===== src/rtl/multicycle_control_if.sv =====
// Bus between the multicycle control unit and the instruction register / datapath.
// The control unit connects through the slave modport; the datapath side uses master.
interface multicycle_control_if;
    logic [6:0] opcode;
    logic [2:0] func3;
    logic       mem_ready;
    logic       ir_write;
    logic       pc_write;
    logic       pc_write_cond;
    logic       mem_read;
    logic       mem_write;
    logic       reg_write;
    logic       mem_to_reg;
    logic       ALUSrc;
    logic [1:0] AluOp;
    logic       illegal;
    logic [2:0] state;

    modport slave (
        input  opcode, func3, mem_ready,
        output ir_write, pc_write, pc_write_cond, mem_read, mem_write,
               reg_write, mem_to_reg, ALUSrc, AluOp, illegal, state
    );

    modport master (
        output opcode, func3, mem_ready,
        input  ir_write, pc_write, pc_write_cond, mem_read, mem_write,
               reg_write, mem_to_reg, ALUSrc, AluOp, illegal, state
    );
endinterface


===== src/rtl/multicycle_control.sv =====
// Multicycle main control FSM for the RV32 core: FETCH/DECODE/EXEC/MEM/WB/TRAP.
// Optional macro ITYPE_ALU_EN makes ADDI (opcode 0010011, func3 000) a legal class.
module multicycle_control (
    input  logic                   clk,
    input  logic                   reset,
    multicycle_control_if.slave    bus
);
    localparam int unsigned OPCODE_W = 7;
    localparam int unsigned FUNC3_W  = 3;

    localparam logic [OPCODE_W-1:0] OP_R      = OPCODE_W'(7'b0110011);
    localparam logic [OPCODE_W-1:0] OP_LOAD   = OPCODE_W'(7'b0000011);
    localparam logic [OPCODE_W-1:0] OP_STORE  = OPCODE_W'(7'b0100011);
    localparam logic [OPCODE_W-1:0] OP_BRANCH = OPCODE_W'(7'b1100011);
`ifdef ITYPE_ALU_EN
    localparam logic [OPCODE_W-1:0] OP_IALU   = OPCODE_W'(7'b0010011);
    localparam logic [FUNC3_W-1:0]  F3_ADDI   = FUNC3_W'(3'b000);
`endif

    typedef enum logic [2:0] {
        FETCH  = 3'd0,
        DECODE = 3'd1,
        EXEC   = 3'd2,
        MEM    = 3'd3,
        WB     = 3'd4,
        TRAP   = 3'd5
    } state_t;

    typedef enum logic [2:0] {
        CLS_NONE, CLS_R, CLS_LOAD, CLS_STORE, CLS_BRANCH, CLS_IALU
    } cls_t;

    state_t state_q, state_d;
    cls_t   cls_q, dec_cls;

    // Instruction class decode, only meaningful while in DECODE
    always_comb begin
        dec_cls = CLS_NONE;
        case (bus.opcode)
            OP_R:      dec_cls = CLS_R;
            OP_LOAD:   dec_cls = CLS_LOAD;
            OP_STORE:  dec_cls = CLS_STORE;
            OP_BRANCH: dec_cls = CLS_BRANCH;
`ifdef ITYPE_ALU_EN
            OP_IALU:   if (bus.func3 == F3_ADDI) dec_cls = CLS_IALU;
`endif
            default:   dec_cls = CLS_NONE;
        endcase
    end

`ifndef ITYPE_ALU_EN
    logic unused_func3;
    assign unused_func3 = ^bus.func3;
`endif

    always_ff @(posedge clk or posedge reset) begin
        if (reset) begin
            state_q <= FETCH;
            cls_q   <= CLS_NONE;
        end else begin
            state_q <= state_d;
            if (state_q == DECODE) cls_q <= dec_cls;
        end
    end

    always_comb begin
        state_d = state_q;
        case (state_q)
            FETCH:  if (bus.mem_ready) state_d = DECODE;
            DECODE: state_d = (dec_cls == CLS_NONE) ? TRAP : EXEC;
            EXEC: begin
                case (cls_q)
                    CLS_R, CLS_IALU:     state_d = WB;
                    CLS_LOAD, CLS_STORE: state_d = MEM;
                    default:             state_d = FETCH;
                endcase
            end
            MEM:    if (bus.mem_ready) state_d = (cls_q == CLS_LOAD) ? WB : FETCH;
            default: state_d = FETCH;
        endcase
    end

    // Outputs are forced low during reset so an aborted write cannot linger
    always_comb begin
        bus.ir_write      = 1'b0;
        bus.pc_write      = 1'b0;
        bus.pc_write_cond = 1'b0;
        bus.mem_read      = 1'b0;
        bus.mem_write     = 1'b0;
        bus.reg_write     = 1'b0;
        bus.mem_to_reg    = 1'b0;
        bus.ALUSrc        = 1'b0;
        bus.AluOp         = 2'b00;
        bus.illegal       = 1'b0;
        if (!reset) begin
            // ALU controls hold their EXEC value through MEM and WB
            if (state_q == EXEC || state_q == MEM || state_q == WB) begin
                case (cls_q)
                    CLS_R:      bus.AluOp  = 2'b10;
                    CLS_BRANCH: bus.AluOp  = 2'b01;
                    CLS_LOAD, CLS_STORE, CLS_IALU: bus.ALUSrc = 1'b1;
                    default:    bus.AluOp  = 2'b00;
                endcase
            end
            case (state_q)
                FETCH: begin
                    bus.mem_read = 1'b1;
                    bus.ir_write = bus.mem_ready;
                    bus.pc_write = bus.mem_ready;
                end
                EXEC:  bus.pc_write_cond = (cls_q == CLS_BRANCH);
                MEM: begin
                    bus.mem_read  = (cls_q == CLS_LOAD);
                    bus.mem_write = (cls_q == CLS_STORE);
                end
                WB: begin
                    bus.reg_write  = 1'b1;
                    bus.mem_to_reg = (cls_q == CLS_LOAD);
                end
                TRAP:    bus.illegal = 1'b1;
                default: bus.illegal = 1'b0;
            endcase
        end
    end

    assign bus.state = state_q;
endmodule


===== src/flat_wrapper.sv =====
// flat-port wrapper written by rule: the top's interface ports become plain ports
module multicycle_control_flat 
  (clk, reset, bus_opcode, bus_func3, bus_mem_ready, bus_ir_write, bus_pc_write, bus_pc_write_cond, bus_mem_read, bus_mem_write, bus_reg_write, bus_mem_to_reg, bus_ALUSrc, bus_AluOp, bus_illegal, bus_state);
  multicycle_control_if bus_i ();
  input  logic clk;
  input  logic reset;
  input wire logic [$bits(bus_i.opcode)-1:0] bus_opcode;
  input wire logic [$bits(bus_i.func3)-1:0] bus_func3;
  input wire logic [$bits(bus_i.mem_ready)-1:0] bus_mem_ready;
  output wire logic [$bits(bus_i.ir_write)-1:0] bus_ir_write;
  output wire logic [$bits(bus_i.pc_write)-1:0] bus_pc_write;
  output wire logic [$bits(bus_i.pc_write_cond)-1:0] bus_pc_write_cond;
  output wire logic [$bits(bus_i.mem_read)-1:0] bus_mem_read;
  output wire logic [$bits(bus_i.mem_write)-1:0] bus_mem_write;
  output wire logic [$bits(bus_i.reg_write)-1:0] bus_reg_write;
  output wire logic [$bits(bus_i.mem_to_reg)-1:0] bus_mem_to_reg;
  output wire logic [$bits(bus_i.ALUSrc)-1:0] bus_ALUSrc;
  output wire logic [$bits(bus_i.AluOp)-1:0] bus_AluOp;
  output wire logic [$bits(bus_i.illegal)-1:0] bus_illegal;
  output wire logic [$bits(bus_i.state)-1:0] bus_state;
  assign bus_i.opcode = bus_opcode;
  assign bus_i.func3 = bus_func3;
  assign bus_i.mem_ready = bus_mem_ready;
  assign bus_ir_write = bus_i.ir_write;
  assign bus_pc_write = bus_i.pc_write;
  assign bus_pc_write_cond = bus_i.pc_write_cond;
  assign bus_mem_read = bus_i.mem_read;
  assign bus_mem_write = bus_i.mem_write;
  assign bus_reg_write = bus_i.reg_write;
  assign bus_mem_to_reg = bus_i.mem_to_reg;
  assign bus_ALUSrc = bus_i.ALUSrc;
  assign bus_AluOp = bus_i.AluOp;
  assign bus_illegal = bus_i.illegal;
  assign bus_state = bus_i.state;
  multicycle_control u_core (.clk(clk), .reset(reset), .bus(bus_i));
endmodule

===== config.mk =====
export PLATFORM = sky130hd
export DESIGN_NAME = multicycle_control_flat
export DESIGN_NICKNAME = d
export VERILOG_FILES = /design/src/rtl/multicycle_control_if.sv /design/src/rtl/multicycle_control.sv /design/src/flat_wrapper.sv
export SDC_FILE = /design/constraint.sdc
export NUM_CORES = 1
export LEC_CHECK = 0
export ABC_AREA = 1
export BUFFER_PORTS_ARGS = -buffer_cell sky130_fd_sc_hd__buf_2
export CORE_MARGIN = 4
export CORE_UTILIZATION = 37
export DETAILED_ROUTE_END_ITERATION = 10
export GPL_TIMING_DRIVEN = 0
export PLACE_DENSITY_LB_ADDON = 0.15
export SLEW_MARGIN = 10
export SYNTH_ARGS = -nofsm -noshare
export SYNTH_HDL_FRONTEND = slang
export SYNTH_SLANG_ARGS = --single-unit

===== constraint.sdc =====
create_clock -name clk -period 1.1 [get_ports clk]
set_input_delay 0.11 -clock clk [delete_from_list [all_inputs] [get_ports clk]]
set_output_delay 0.11 -clock clk [all_outputs]
set_load 0.05 [all_outputs]

==> flow_summary.ini <==
[status]
outcome = complete, but fails checks
violations = setup timing

[clocking]
clockBufferDepth = 2
root_buffer = clkbuf_4
htree_levels = 1
clkTransAtPathRegs_ns = 0.05
cts_buffers = 3
clk_latency_ns = 0.24
cts_sinks = 6
cts_tree = built

[sta]
finalCritPeriodShare_pct = 140
rsz0062_at_grt = yes
fin_crit_ns = 1.54
maxSlewHeadroom_pct = 75.9
final.setup.worst_slack_ns = -0.441
slew_viol_final = 0
finalSetupTns_ns = -5.19
fmax_mhz = 649
finalSetupViolations = 18
worstMarginPinSlew_ns = 0.361
fin_skew_ns = 0.00213
hold_viol = 0

[placed_design]
routabilityCongestion = 0.798
pre_cts_slack_ns = -0.619
place_area_um2 = 729
numPortBuffers = 22
dp.cells = 114
post-dp-hpwl_um = 1080

[worst_setup_path]
crit_slowest_cell = dfrtp_4
worstSetupPathType = register to output port
path_cells = inv_2, nor2_4, buf_4, a21oi_4, nor2_2, buf_6
cp_data_required_time_ns = 0.99
crit_arrival_ns = 1.43
end_kind = output port
r2r-start = u_core.bus.state[2]
cpLargestDelayFamily = flip-flops
cp-start-kind = register
r2r_end = u_core.bus.state[0]
worst-path-buf-inv = 3
regToRegSetupSlack_ns = -0.20
reg2reg_depth = 6
max_stage_delay_ns = 0.50
cp_max_fo = 4

[route]
vias_per_cell = 4.92
vias = 649
drt_iter0_markers = 15
drcViolationCount = 0
first_pass_iters = 4
wl_per_cell_um = 13.3
wl_um = 1750
antenna_left = 0

[synth]
synthArstFlopShare_pct = 100
synth_fa_ha_area_share_pct = 0
synth_top_flop_cell = dfrtp_1
ys_warn_count = 0
synth_top_family_by_area = simple AND/OR/NAND/NOR gates
synth-simple-area-share_pct = 42.4
synth-edff-count = 0
synth.avg_cell_area_um2 = 6.24
netlist-cell-type-count = 21
synth_compound_area_share_pct = 10.8
netlist_instances = 78
synth_xor_area_share_pct = 0
syn_nets = 91
syn_area_um2 = 487
ys_ff_latch = 6
yosysSeqAreaShare_pct = 30.8
muxShareOfSynthArea_pct = 2.06

[floorplanning]
die_w_um = 44.3
row_count = 12
fp.dieArea_um2 = 1960
start_util_pct = 41.6
core_area_um2 = 1170
ios = 27
dieHeight_um = 44.3

[power]
power.density_nw_per_um2 = 2230
vdd_ir_drop_max_v = 0.00151
power_uw = 2220
p_leak_uw = 0.000478

[finish]
stdcell_count = 132
drive_gt1_share_pct = 62.7
area_delta_synth_final_pct = 105
regArea_um2 = 158
multi_input_area_um2 = 412
final_area_um2 = 996
nFillCells = 65
nets = 132
n_antenna_cell = 0

[global_route]
antenna_found_initial = 0
grt_max_degree = 9
grt_pass1_wl_um = 2480
overflow = 0
gr-usage-all-layers_pct = 17.2
grt_pass1_vias = 606

[min_path]
hp-class = input port to async pin

[job]
max_cap_viol_count = 0
## synth_stat cells (2+ instances only)
| master | instances | area share, % |
|---|---|---|
| nand2_1 | 17 | 13 |
| inv_1 | 14 | 11 |
| nor2_1 | 13 | 10 |
| dfrtp_1 | 6 | 31 |
| a21oi_1 | 4 | 4.1 |
| nor4_1 | 4 | 5.1 |
| nand3_1 | 3 | 3.1 |
| o21ai_0 | 3 | 3.1 |
| o21ai_1 | 2 | 2.1 |
## worst reg2reg max path: cells and delay by family, from the launching register on
family                 cells  cell delay [ns]
and+or+nand+nor            4             0.51
buffers and inverters      1             0.15
AOI/OAI and AO/OA          1             0.12
DFF                        1             0.46
## worst max path at each step
stage | slack [ns] | cells after the start | startpoint | to
2_1_floorplan | -0.56 | 4 | u_core.bus.state[1] | bus_pc_write
3_3_place_gp | -0.58 | 5 | reset | bus_AluOp[0]
3_5_place_dp | -0.62 | 5 | reset | bus_AluOp[0]
4_1_cts | -0.45 | 7 | u_core.bus.state[1] | bus_mem_read
5_1_grt | -0.52 | 5 | u_core.bus.state[1] | bus_pc_write
6_report | -0.44 | 6 | u_core.bus.state[1] | bus_ALUSrc
## sequential cells by signal (all words and copies together), names as in the netlist
name	count
u_core.bus.state	3
u_core.cls_q	3
## cells by family (layout without fill, tap and decap cells)
group | Yosys count | in the layout
multiplexers | 1 | 1
buffers and inverters | 17 | 57
AND/OR/NAND/NOR | 44 | 44
AO/OA/AOI/OAI | 10 | 10
flip-flops | 6 | 6
## layout make-up
class	count	share of cell area (%)
Inverter	15	5.90
Timing Repair Buffer	36	30.9
Tap cell	14	1.76
Multi-Input combinational cell	55	41.3
Buffer	2	1.63
Clock buffer	4	2.64
Sequential cell	6	15.8
## placed cells by master, fill, tap and decap left out, types with 2 or more instances in the layout
master and count:
buf_2 9, buf_6 15, nand2_4 2, nand3_1 3
clkbuf_4 4, nor2_4 3, dfrtp_2 3, inv_2 5
nand2_1 11, buf_4 11, nor2_2 3, nor4_4 4
o21ai_0 2, nand2_2 5, dfrtp_1 2, a21oi_1 2
o21ai_1 2, inv_1 9, nor2_1 8, nor3_4 2
## per-stage QoR
step / util (%) / hold WS, ns
after floorplan: - / 0.298
after CTS: 80.1 / 0.0325
after detailed placement: 62.3 / 0.411
after global routing: 85.0 / 0.0596
after global placement: 62.3 / 0.388
final: 85.0 / 0.0304
## routing by layer
metal  GRT usage [%]  vias to the layer above  share of wire [%]
met5               0                        -                  0
met4            5.42                        0               0.69
met3            2.85                        2                5.5
met2            32.6                       22                 55
met1            19.1                      297                 39
li1                -                      328                  -
## power breakdown
| part | switching, uW | internal [uW] |
|---|---|---|
| sequential | 104 | 291 |
| clock | 79.8 | 137 |
| combinational | 946 | 664 |
## what timing repair did
item                       4_1_cts  5_1_grt
setup endpoints to repair       19       20
gates cloned                     0        0
setup buffers                   10        4
hold buffers                     0        0
gates resized for setup         35       10
pin swaps                        9        9
Power figures use the tool's default switching activity.
